**src/rtl/uart_sync_fifo.sv**
```systemverilog
// Single-clock FIFO for the UART datapath: registered or first-word-fall-through
// read, programmable almost-full/almost-empty thresholds, sticky error flags and an irq.
module uart_sync_fifo #(
   parameter  int DEPTH      = 16,
   parameter  int DATA_WIDTH = 8,
   parameter  int FWFT       = 0,
   localparam int AW         = $clog2(DEPTH),
   localparam int LW         = AW + 1
) (
   input  logic                  clk,
   input  logic                  rst,
   input  logic                  wr_en,
   input  logic [DATA_WIDTH-1:0] wr_data,
   input  logic                  rd_en,
   output logic [DATA_WIDTH-1:0] rd_data,
   output logic                  rd_valid,
   output logic                  full,
   output logic                  empty,
   output logic                  almost_full,
   output logic                  almost_empty,
   input  logic [LW-1:0]         af_thresh,
   input  logic [LW-1:0]         ae_thresh,
   output logic [LW-1:0]         level,
   output logic                  overflow,
   output logic                  underflow,
   input  logic                  clr_err,
   output logic                  irq
);

   localparam logic [LW-1:0] DEPTH_L = LW'(DEPTH);

   if (DEPTH < 2 || (DEPTH & (DEPTH - 1)) != 0) begin : g_depth_check
      $error("uart_sync_fifo: DEPTH must be a power of two and at least 2");
   end

   logic [DATA_WIDTH-1:0] mem [DEPTH];

   logic [LW-1:0] wr_ptr_q, wr_ptr_d;
   logic [LW-1:0] rd_ptr_q, rd_ptr_d;
   logic          ovf_q, ovf_d;
   logic          unf_q, unf_d;
   logic          irq_q, irq_d;
   logic          wr_acc;
   logic          rd_acc;

   // One extra pointer bit distinguishes full from empty; wrap is plain modulo arithmetic.
   assign level        = wr_ptr_q - rd_ptr_q;
   assign full         = (level == DEPTH_L);
   assign empty        = (level == '0);
   assign almost_full  = (level >= af_thresh);
   assign almost_empty = (level <= ae_thresh);
   assign overflow     = ovf_q;
   assign underflow    = unf_q;
   assign irq          = irq_q;

   assign wr_acc = wr_en & ~full;
   assign rd_acc = rd_en & ~empty;

   always_comb begin
      wr_ptr_d = wr_ptr_q;
      rd_ptr_d = rd_ptr_q;
      ovf_d    = ovf_q;
      unf_d    = unf_q;
      if (wr_acc) wr_ptr_d = wr_ptr_q + LW'(1);
      if (rd_acc) rd_ptr_d = rd_ptr_q + LW'(1);
      // A new error event takes priority over a clear in the same cycle.
      if (wr_en && full)  ovf_d = 1'b1;
      else if (clr_err)   ovf_d = 1'b0;
      if (rd_en && empty) unf_d = 1'b1;
      else if (clr_err)   unf_d = 1'b0;
      irq_d = almost_full | ovf_q | unf_q;
   end

   always_ff @(posedge clk) begin
      if (rst) begin
         wr_ptr_q <= '0;
         rd_ptr_q <= '0;
         ovf_q    <= 1'b0;
         unf_q    <= 1'b0;
         irq_q    <= 1'b0;
      end else begin
         wr_ptr_q <= wr_ptr_d;
         rd_ptr_q <= rd_ptr_d;
         ovf_q    <= ovf_d;
         unf_q    <= unf_d;
         irq_q    <= irq_d;
      end
   end

   always_ff @(posedge clk) begin
      if (!rst && wr_acc) mem[wr_ptr_q[AW-1:0]] <= wr_data;
   end

   if (FWFT != 0) begin : g_fwft
      assign rd_data  = mem[rd_ptr_q[AW-1:0]];
      assign rd_valid = ~empty;
   end else begin : g_reg_read
      logic [DATA_WIDTH-1:0] rd_data_q, rd_data_d;
      logic                  rd_valid_q, rd_valid_d;

      always_comb begin
         rd_data_d  = rd_data_q;
         rd_valid_d = rd_acc;
         if (rd_acc) rd_data_d = mem[rd_ptr_q[AW-1:0]];
      end

      always_ff @(posedge clk) begin
         if (rst) begin
            rd_data_q  <= '0;
            rd_valid_q <= 1'b0;
         end else begin
            rd_data_q  <= rd_data_d;
            rd_valid_q <= rd_valid_d;
         end
      end

      assign rd_data  = rd_data_q;
      assign rd_valid = rd_valid_q;
   end

endmodule

```
**config.mk**
```make
export PLATFORM = sky130hd
export DESIGN_NAME = uart_sync_fifo
export DESIGN_NICKNAME = d
export VERILOG_FILES = /design/src/rtl/uart_sync_fifo.sv
export SDC_FILE = /design/constraint.sdc
export NUM_CORES = 1
export LEC_CHECK = 0
export CORE_AREA = 2 2 209 108
export CTS_CLUSTER_SIZE = 10
export DETAILED_ROUTE_END_ITERATION = 16
export DIE_AREA = 0 0 211 110
export PLACE_DENSITY_LB_ADDON = 0.15
export SETUP_SLACK_MARGIN = 0.1
export SLEW_MARGIN = 20
export SYNTH_ARGS = -nofsm -noshare
export SYNTH_HDL_FRONTEND = slang
export SYNTH_SLANG_ARGS = --single-unit
```
**constraint.sdc**
```tcl
create_clock -name clk -period 3 [get_ports clk]
set_input_delay 0.3 -clock clk [delete_from_list [all_inputs] [get_ports clk]]
set_output_delay 0.3 -clock clk [all_outputs]
set_load 0.02 [all_outputs]
```
-- After elaboration in Yosys (flattened, before gate mapping)
Memories as Yosys holds them, arrays and structs flattened. A register that Yosys moved wholly into a read port is not among the register bits.
Index checks and enable logic that the tools add are counted.
W data, S select, Z words.
- memories kept: 1
- flip-flop bits (word level): 14
- bits in writable memories: 128
- word-level logic and storage cells: 31
- multiplexer cells: 5
- bitwise logic cells: 6
- eq/ne operators: 1
- reductions and logical operators: 7
- magnitude comparators: 2
- $add $sub $neg: 3
- memory list (memory ; words ; width ; rd ports ; clocked after Yosys merged registers in ; wr ports ; RTL line ; text):
    mem ; 16 ; 8 ; 1 ; 1 ; 1 ; 36 ; logic [DATA_WIDTH-1:0] mem [DEPTH];
- operator list (cell ; count):
    $add A5 B1 Y5 const B ; 2
    $eq A5 B5 Y1 const B ; 1
    $ge A5 B5 Y1 ; 1
    $le A5 B5 Y1 ; 1
    $logic_not A5 Y1 ; 1
    $mux W1 ; 5
    $sub A5 B5 Y5 ; 1
    $reduce_bool A2 Y1 ; 2
    $logic_and A1 B1 Y1 ; 3
    $and A1 B1 Y1 ; 2
    $not A1 Y1 ; 2
    $or A1 B1 Y1 ; 2
    $logic_not A1 Y1 ; 1

-- Longest topological paths before layout
Gate-level depths: netlist (run 1).
- depth in word-level cells: 7
- gate-level depth with buffers: 12
- mapped depth without buffers: 11

-- Worst setup path after synthesis (run 1)
Ideal clock, no wire load.
- path type: reg2reg
- start point: reg wr_ptr_q[0]
- end point: mem mem[3][0], enable pin
- required time: 2.605 ns
- cell stages (with the launch flop): 11
- period minus slack after synthesis: 3.453 ns
- buffers on the path: 1
- setup time: 0.395 ns
- arrival time: 3.058 ns
- path slack: -0.453 ns
- cell sequence: dfxtp_1 -> inv_1 -> ha_1 -> inv_1 -> fa_1 -> xor2_2 -> nand4b_2 -> a211oi_1 -> buf_2 -> or2_2 -> nor4_1
- cells in the longest elaborated chain, start to end: 7
- ends and longest elaborated chain (item ; RTL line ; text):
    from (decl) ; 38 ; logic [LW-1:0] wr_ptr_q, wr_ptr_d;
    from (signal assigned) ; 82 ; wr_ptr_q <= wr_ptr_d;
    $sub A5 B5 Y5 ; 47 ; assign level = wr_ptr_q - rd_ptr_q;
    net level[2] ; 23 ; output logic [LW-1:0] level,
    $eq A5 B5 Y1 ; 48 ; assign full = (level == DEPTH_L);
    net full ; 17 ; output logic full,
    $not A1 Y1 ; 56 ; assign wr_acc = wr_en & ~full;
    $and A1 B1 Y1 ; 56 ;
    $logic_and A1 B1 Y1 ; 91 ; if (!rst && wr_acc) mem[wr_ptr_q[AW-1:0]] <= wr_data;
    $mux W1 ; 91 ;
    $mux W1 (not written as such) ; 91 ;
    to (decl) ; 36 ;
The timed path passes the listed nets, and every way through them passes these cells.

-- Worst setup path after layout (run 1)
- start point: reg wr_ptr_q[0]
- end point: out almost_empty
- cells in the longest elaborated chain, start to end: 2
- ends and longest elaborated chain (item ; RTL line ; text):
    $sub A5 B5 Y5 ; 47 ;
    $le A5 B5 Y1 ; 51 ; assign almost_empty = (level <= ae_thresh);
    to (decl) ; 20 ; output logic almost_empty,
Every way passes these cells.

==> results.sh, run 1 <==
export IMPL_status="complete, but fails checks"
export IMPL_violations="setup timing"
export IMPL_grt_max_degree=38
export IMPL_critPathKind="reg2out"
export IMPL_setup_slack_ps=-58.9
export IMPL_max_freq_ghz=0.327
export IMPL_wl_per_cell_um=22.4
export IMPL_hpwl_um=12000
export IMPL_synthCells=387
export IMPL_wl_met2_um=6980
export IMPL_crit_path_end_kind="output port"
export IMPL_synth_top_family_by_area="multiplexers"
export IMPL_yosys_area_share_simple_pct=7.19
export IMPL_yosys_warnings=0
export IMPL_synth_area_um2=6320
export IMPL_viasPerCell=4.94
export IMPL_antenna_cells=0
export IMPL_synthMuxAreaShare_pct=11.7
export IMPL_grt_pass1_wl_um=25900
export IMPL_top_layer="met4"
export IMPL_routed_wl_um=17900
export IMPL_hold_path_class="reg2reg"
export IMPL_place_area_um2=7560
export IMPL_gp_congestion=0.804
export IMPL_fin_crit_sh_pct=102
export IMPL_cp_top_family="adder cells"
export IMPL_tns_ps=-107
export IMPL_slew_viol_final=0
export IMPL_relSlewSlack_pct=50.2
export IMPL_vdd_drop_max_mv=0.442
export IMPL_nNetsFinal=547
export IMPL_ys_flop_type="edfxtp_1"
export IMPL_rows=38
export IMPL_maxCapViolCount=0
export IMPL_insertion_delay_ps=420
export IMPL_fin_skew_ps=6.21
export IMPL_drc_errors=0
export IMPL_finish_utilization_pct=41.1
export IMPL_wl_met3_um=1280
export IMPL_synth_adder_area_share_pct=3.84
export IMPL_die_x_um=211
export IMPL_cp_max_fo=2
export IMPL_cts_tree="built"
export IMPL_layout_cells_non_filler=799
export IMPL_crit_buf_inv=3
export IMPL_power_total_mw=7.80
export IMPL_dr_pass1_iters=5
export IMPL_numCtsBuffers=17
export IMPL_die_height_um=110
export IMPL_grt_overflow=0
export IMPL_synth_compound_area_share_pct=6.32
export IMPL_seq_area_frac_synth_pct=67.8
export IMPL_syn_avg_cell_area_um2=16.3
export IMPL_synth_edf_count=128
export IMPL_arrival_ps=2760
export IMPL_final_cell_mix="128 x edfxtp_1, 38 x clkdlybuf4s50_1, 38 x buf_6"
export IMPL_final_area_um2=8770
export IMPL_antenna_found_initial=0
export IMPL_dieArea_um2=23200
export IMPL_p_per_area_nw_per_um2=889
export IMPL_worst_slew_pin_slew_ps=747
export IMPL_drtIter0Drc=312
export IMPL_root_buffer="clkbuf_16"
export IMPL_clk_pin_slew_ps=60
export IMPL_grt_pass1_vias=3913
export IMPL_portBuffers=43
export IMPL_async_reset_ff_share_pct=0
export IMPL_htree_levels=4
export IMPL_clkSinkCount=150
export IMPL_core_um2=21300
export IMPL_r2r_start="wr_ptr_q[0]$_SDFFE_PP0N_"
export IMPL_pre_cts_slack_ps=-346
export IMPL_critPathRequiredTime_ps=2700
export IMPL_worstSetupStartpoint="wr_ptr_q[0]$_SDFFE_PP0N_"
export IMPL_syn_to_final_growth_pct=38.8
export IMPL_start_util_pct=29.6
export IMPL_drive_gt1_share_pct=37.6
export IMPL_max_stage_delay_ps=580
export IMPL_cts_buffer_depth=2
export IMPL_ctsHoldBuffers=0
export IMPL_synth_cell_type_count=46
export IMPL_setup_viol=2
export IMPL_hold_viol=0
export IMPL_syn_nets=428
export IMPL_crit_path_start_kind="flip-flop"
export IMPL_whs_ps=504
export IMPL_antenna_left=0
export IMPL_p_leak_nw=3.00
export IMPL_synth_xor_area_share_pct=0.535
export IMPL_critPathSlowestCell="fa_2"
export IMPL_crit_chain="inv_2 -> ha_4 -> inv_2 -> fa_2 -> ha_4 -> nor2b_1 -> o21ai_1 -> a32oi_1 -> maj3_2 -> a22oi_2 -> buf_6"
export IMPL_period_needed_ps=3060
export IMPL_vias=3948
export IMPL_grt_use_total_pct=16.2
export IMPL_final_common_cell="edfxtp_1"
export IMPL_ys_ff_latch=150
export IMPL_min_from="rd_data[4]$_SDFFE_PP0P_"
export IMPL_wl_met1_um=9480
export IMPL_rsz0062_at_grt="true"
export IMPL_ios=44
export IMPL_dp_cells=749
==> logic make-up (layout without fill, tap and decap cells) <==
family / after synthesis / after routing
xor+xnor: 3 / 3
mux: 35 / 35
flops: 150 / 150
compound gates: 65 / 65
buf+inv: 35 / 167
simple gates: 80 / 80
fa+ha+maj: 19 / 19
==> metal layers <==
| layer | track usage, % | vias to the layer above |
|---|---|---|
| met1 | 24.8 | 2029 |
| met4 | 4.98 | 0 |
| met2 | 21.2 | 108 |
| met3 | 5.21 | 19 |
| li1 | - | 1792 |
| met5 | 0 | - |
==> where the power goes <==
part | internal [mW] | switching, mW
logic | 1.67 | 1.64
registers | 2.38 | 0.0568
clock network | 1.21 | 0.841
==> final timing paths <==
check	slack [ps]	cells after the start	end
max	-60	11	almost_empty
min	500	2	rd_data[4]$_SDFFE_PP0P_
max reg2reg	50	14	mem[0][0]$_DFFE_PP_
min reg2reg	500	2	rd_data[4]$_SDFFE_PP0P_
==> state kept, by name, summed over array words and instances, names as in the netlist <==
name / cells
irq: 1
underflow: 1
overflow: 1
rd_valid: 1
rd_ptr_q: 5
wr_ptr_q: 5
mem: 128
rd_data: 8
==> synth_stat cells, drive strengths merged (3+ instances only) <==
| cell type | instances | share of area (%) |
|---|---|---|
| nand2b | 9 | 0.89 |
| buf | 10 | 1.1 |
| nor2 | 12 | 0.71 |
| xor2 | 3 | 0.53 |
| clkbuf | 8 | 0.48 |
| nor2b | 8 | 0.79 |
| inv | 17 | 1.0 |
| nand2 | 9 | 0.53 |
| nor4 | 5 | 0.50 |
| ha | 17 | 3.4 |
| edfxtp | 128 | 61 |
| a21oi | 20 | 1.6 |
| or3 | 5 | 0.50 |
| dfxtp | 22 | 7.0 |
| nor3 | 13 | 1.0 |
| mux4 | 31 | 11 |
| o21ai | 17 | 1.3 |
| o22ai | 14 | 1.4 |
| or4 | 8 | 0.95 |
==> timing repair <==
action,CTS,global route
endpoints found under the hold margin,0,0
pin swaps,23,26
setup buffers,13,13
setup endpoints to repair,136,140
resized for setup,83,41
gates cloned,1,2
==> cell type report <==
| class | count | area (µm²) |
|---|---|---|
| Clock inverter | 14 | 135 |
| Timing Repair Buffer | 118 | 1250 |
| Sequential cell | 150 | 4290 |
| Inverter | 17 | 71.3 |
| Fill cell | 1923 | 12600 |
| Clock buffer | 18 | 429 |
| Tap cell | 280 | 350 |
| Multi-Input combinational cell | 202 | 2250 |
==> worst reg2reg max path, stage by stage (launching register included) <==
cell and delay, ps:
dfxtp_2 320, inv_2 70, ha_4 130, inv_2 30, fa_2 580, buf_6 150, nand3b_1 120, a211o_1 130
a211oi_2 80, buf_4 160, nand2b_4 170, buf_16 170, buf_6 110, nor4_4 250, buf_12 180
Power figures use the tool's default switching activity.
==> inputs of run 2 (changes only) <==
- GPL_TIMING_DRIVEN: not set -> 0
==> results.sh, run 2 (synthesized netlist as in run 1, its figures left out) <==
export IMPL_min_from="rd_data[5]$_SDFFE_PP0P_"
export IMPL_vias=3913
export IMPL_power_switching_mw=2.49
export IMPL_dp_cells=712
export IMPL_relSlewSlack_pct=33.5
export IMPL_worst_slew_pin_slew_ps=998
export IMPL_drtIter0Drc=318
export IMPL_finish_utilization_pct=40.6
export IMPL_place_area_um2=7220
export IMPL_max_freq_ghz=0.321
export IMPL_grt_max_degree=17
export IMPL_cts_buffer_depth=2
export IMPL_p_sw_share_pct=32.0
export IMPL_start_util_pct=29.6
export IMPL_die_height_um=110
export IMPL_r2r_start="rd_ptr_q[0]$_SDFFE_PP0P_"
export IMPL_rows=38
export IMPL_drive_gt1_share_pct=32.6
export IMPL_seq_power_share_pct=31.7
export IMPL_whs_ps=500
export IMPL_dieArea_um2=23200
export IMPL_cp_max_fo=4
export IMPL_arrival_ps=2820
export IMPL_grt_overflow=0
export IMPL_layout_cells_non_filler=777
export IMPL_crit_path_start_kind="flip-flop"
export IMPL_p_int_mw=5.29
export IMPL_portBuffers=43
export IMPL_clk_pin_slew_ps=60
export IMPL_hpwl_um=12100
export IMPL_maxCapViolCount=0
export IMPL_antenna_left=0
export IMPL_rsz0062_at_grt="true"
export IMPL_power_total_mw=7.79
export IMPL_antenna_cells=0
export IMPL_final_cell_mix="128 x edfxtp_1, 38 x clkdlybuf4s50_1, 31 x mux4_2"
export IMPL_min_to="rd_data[5]$_SDFFE_PP0P_"
export IMPL_drc_errors=0
export IMPL_violations="setup timing"
export IMPL_numCtsBuffers=17
export IMPL_routed_wl_um=17800
export IMPL_p_leak_nw=2.90
export IMPL_ios=44
export IMPL_p_per_area_nw_per_um2=898
export IMPL_gp_congestion=0.806
export IMPL_crit_path_end_kind="output port"
export IMPL_dr_pass1_iters=4
export IMPL_critPathRequiredTime_ps=2700
export IMPL_nNetsFinal=525
export IMPL_combPwrFrac_pct=38.5
export IMPL_wl_per_cell_um=22.9
export IMPL_setup_slack_ps=-118
export IMPL_status="complete, but fails checks"
export IMPL_die_x_um=211
export IMPL_tns_ps=-277
export IMPL_antenna_found_initial=1
export IMPL_fin_crit_sh_pct=104
export IMPL_p_clk_share_pct=29.7
export IMPL_core_um2=21300
export IMPL_critPathKind="reg2out"
export IMPL_insertion_delay_ps=430
export IMPL_final_area_um2=8670
export IMPL_rrSetupSlack_ps=100
export IMPL_ctsHoldBuffers=0
export IMPL_hold_viol=0
export IMPL_largest_reg_flops=128
export IMPL_fin_skew_ps=8.75
export IMPL_clkSinkCount=150
export IMPL_cts_tree="built"
export IMPL_period_needed_ps=3120
export IMPL_worstReg2RegEnd="mem[9][7]$_DFFE_PP_"
export IMPL_syn_to_final_growth_pct=37.2
export IMPL_htree_levels=4
export IMPL_grt_use_total_pct=16.2
export IMPL_setup_viol=3
export IMPL_vdd_drop_max_mv=0.418
export IMPL_grt_pass1_wl_um=26000
export IMPL_ff2ff_path_depth=11
export IMPL_grt_pass1_vias=3876
export IMPL_whs_path_depth=2
export IMPL_viasPerCell=5.04
export IMPL_hold_path_class="reg2reg"
export IMPL_root_buffer="clkbuf_16"
export IMPL_final_common_cell="edfxtp_1"
export IMPL_slew_viol_final=0
export IMPL_pre_cts_slack_ps=-696
==> run 2: metal layers <==
metal,wire (µm),vias to the layer above,track usage (%),part of all wire [%]
met5,0,-,0,0
met4,199,0,4.73,1.1
met3,1330,20,4.82,7.5
met2,6930,119,20.6,39
met1,9300,2032,25.8,52
li1,-,1742,-,-
==> run 2: cell type report <==
class / count / area (µm²)
fill: 1916 / 12700
buffer: 18 / 141
clock buffer: 19 / 433
tap: 280 / 350
clock inverter: 13 / 205
inverter: 17 / 68.8
multi-input combinational: 202 / 2310
timing repair buffer: 78 / 867
sequential: 150 / 4290
==> run 2: repair_timing <==
action / in CTS / in global routing
endpoints found under the hold margin: 0 / 0
pin swaps: 29 / 15
gates resized for setup: 79 / 20
endpoints found under the setup margin: 142 / 115
setup buffers: 30 / 6
cloned: 0 / 1
==> run 2: worst max path at each step <==
stage                              from             endpoint  slack [ps]
2_1_floorplan  wr_ptr_q[0]$_SDFFE_PP0N_  mem[0][0]$_DFFE_PP_         -40
3_3_place_gp   rd_ptr_q[2]$_SDFFE_PP0P_  mem[1][2]$_DFFE_PP_       -1260
3_5_place_dp   rd_ptr_q[2]$_SDFFE_PP0P_  mem[2][6]$_DFFE_PP_        -700
4_1_cts        wr_ptr_q[0]$_SDFFE_PP0N_         almost_empty        -160
5_1_grt        wr_ptr_q[0]$_SDFFE_PP0N_         almost_empty        -200
6_report       rd_ptr_q[0]$_SDFFE_PP0P_          almost_full        -120
==> run 2: power groups by stage <==
| stage | combinational, mW | clock (mW) | sequential (mW) |
|---|---|---|---|
| 4_1_cts | 2.82 | 2.36 | 2.47 |
| 3_3_place_gp | 2.25 | 0 | 2.51 |
| 6_report | 3.00 | 2.31 | 2.47 |
| 3_5_place_dp | 2.26 | 0 | 2.51 |
| 5_1_grt | 3.20 | 2.44 | 2.48 |
| 2_1_floorplan | 1.32 | 0 | 2.56 |
==> run 2: critical path: stages (launching register included) <==
cell and delay (ps):
dfxtp_2 410, ha_4 160, inv_2 30, fa_2 640, buf_12 140, ha_4 180
a21o_1 180, a21o_4 250, a21oi_1 160, a21oi_1 90, buf_4 160
==> inputs of run 3 (changes only) <==
- CORE_AREA: 2 2 209 108 -> 3 3 210 109
- DIE_AREA: 0 0 211 110 -> 0 0 213 112
==> results.sh, run 3 (synthesized netlist as in run 1, its figures left out) <==
export IMPL_insertion_delay_ps=420
export IMPL_crit_path_start_kind="flip-flop"
export IMPL_cp_max_fo=5
export IMPL_clk_pin_slew_ps=60
export IMPL_p_per_area_nw_per_um2=881
export IMPL_portBuffers=43
export IMPL_p_leak_nw=2.88
export IMPL_arrival_ps=2770
export IMPL_wl_per_cell_um=22.4
export IMPL_antenna_found_initial=0
export IMPL_antenna_cells=0
export IMPL_crit_path_end_kind="output port"
export IMPL_hpwl_um=12200
export IMPL_hold_viol=0
export IMPL_vias=3916
export IMPL_status="complete, but fails checks"
export IMPL_multi_input_area_um2=2210
export IMPL_nNetsFinal=533
export IMPL_antenna_left=0
export IMPL_nFillCells=1927
export IMPL_grt_use_total_pct=15.3
export IMPL_clkSinkCount=150
export IMPL_violations="setup timing"
export IMPL_maxCapViolCount=0
export IMPL_die_height_um=112
export IMPL_viasPerCell=4.99
export IMPL_grt_pass1_vias=3771
export IMPL_grt_overflow=0
export IMPL_die_x_um=213
export IMPL_fin_skew_ps=9.93
export IMPL_routed_wl_um=17600
export IMPL_slew_viol_final=0
export IMPL_relSlewSlack_pct=28.2
export IMPL_rsz0062_at_grt="true"
export IMPL_syn_to_final_growth_pct=35.2
export IMPL_dieArea_um2=23900
export IMPL_whs_path_depth=2
export IMPL_drtIter0Drc=282
export IMPL_regArea_um2=4300
export IMPL_setup_viol=3
export IMPL_max_freq_ghz=0.325
export IMPL_core_um2=21300
export IMPL_cts_tree="built"
export IMPL_grt_pass1_wl_um=25800
export IMPL_drc_errors=0
export IMPL_final_area_um2=8540
export IMPL_whs_ps=504
export IMPL_start_util_pct=29.6
export IMPL_hold_path_class="reg2reg"
export IMPL_worst_slew_pin_slew_ps=1070
export IMPL_largest_reg_flops=128
export IMPL_rows=38
export IMPL_htree_levels=4
export IMPL_fin_crit_sh_pct=102
export IMPL_dr_pass1_iters=4
export IMPL_gp_congestion=0.752
export IMPL_critPathKind="reg2out"
export IMPL_period_needed_ps=3070
export IMPL_setup_slack_ps=-72.5
export IMPL_drive_gt1_share_pct=33.9
export IMPL_place_area_um2=7230
export IMPL_cts_buffer_depth=2
export IMPL_root_buffer="clkbuf_16"
export IMPL_grt_max_degree=17
export IMPL_final_cell_mix="128 x edfxtp_1, 38 x clkdlybuf4s50_1, 32 x buf_4"
export IMPL_ios=44
export IMPL_numCtsBuffers=17
export IMPL_finish_utilization_pct=40.0
export IMPL_vdd_drop_max_mv=0.358
export IMPL_final_common_cell="edfxtp_1"
export IMPL_ctsHoldBuffers=0
export IMPL_ff2ff_path_depth=12
export IMPL_critPathRequiredTime_ps=2700
## run 3: changes by cell type in the layout (fill, tap and decap cells not counted), moves of 3 or more
cell / delta
bufinv_16: -3
buf_4: +10
ha_4: -3
inv_6: +4
clkinvlp_4: +3
## run 3: per-stage QoR
stage	setup slack, ps	TNS [ps]	total power [mW]	cells
2_1_floorplan	-38.2	-611	3.88	387
3_3_place_gp	-1250	-81330	4.74	710
3_5_place_dp	-683	-64090	4.78	713
4_1_cts	-151	-310	7.16	768
5_1_grt	-197	-1620	7.88	785
6_report	-72.5	-138	7.53	785
## run 3: path summary, 6_finish.rpt
check | start | to | slack, ps
worst max-delay path | rd_ptr_q[0]$_SDFFE_PP0P_ | almost_empty | -70
worst min-delay path | rd_data[3]$_SDFFE_PP0P_ | rd_data[3]$_SDFFE_PP0P_ | 500
worst max register to register | rd_ptr_q[0]$_SDFFE_PP0P_ | mem[0][4]$_DFFE_PP_ | 40
worst min register to register | rd_data[3]$_SDFFE_PP0P_ | rd_data[3]$_SDFFE_PP0P_ | 500
## run 3: cell type report
type | count | share of cell area, %
sequential | 150 | 50.3
clock inverter | 14 | 1.74
clock buffer | 18 | 5.02
tap | 280 | 4.10
inverter | 17 | 0.805
timing repair buffer | 86 | 10.6
buffer | 18 | 1.57
multi-input combinational | 202 | 25.9
## run 3: critical path: stages (launching register included)
cell and delay [ps]:
dfxtp_2 420, ha_4 160, inv_2 30, fa_2 620, ha_4 230, nor2b_4 120
o21ai_2 100, a32oi_1 70, maj3_2 320, a22oi_2 130, buf_6 140
## run 3: per-layer routing
metal	wire length (µm)	GRT usage, %	part of all wire (%)	vias to the layer above
met5	0	0	0	-
met4	112	3.19	0.64	0
met3	700	3.07	4.0	10
met2	6880	19.3	39	90
met1	9870	26.2	56	2056
li1	-	-	-	1760
## run 3: report_power, final
part | total (mW) | internal, mW | switching (mW) | leakage, nW
Sequential | 2.48 | 2.39 | 0.0931 | 1.34
Clock | 2.11 | 1.23 | 0.880 | 0.275
Combinational | 2.94 | 1.44 | 1.49 | 1.27
Total | 7.53 | 5.06 | 2.47 | 2.88
## run 3: timing repair
action,in CTS,in global routing
buffers inserted,23,16
gates resized for setup,66,28
gates cloned,0,1
setup endpoints to repair,137,115
pin swaps,25,18
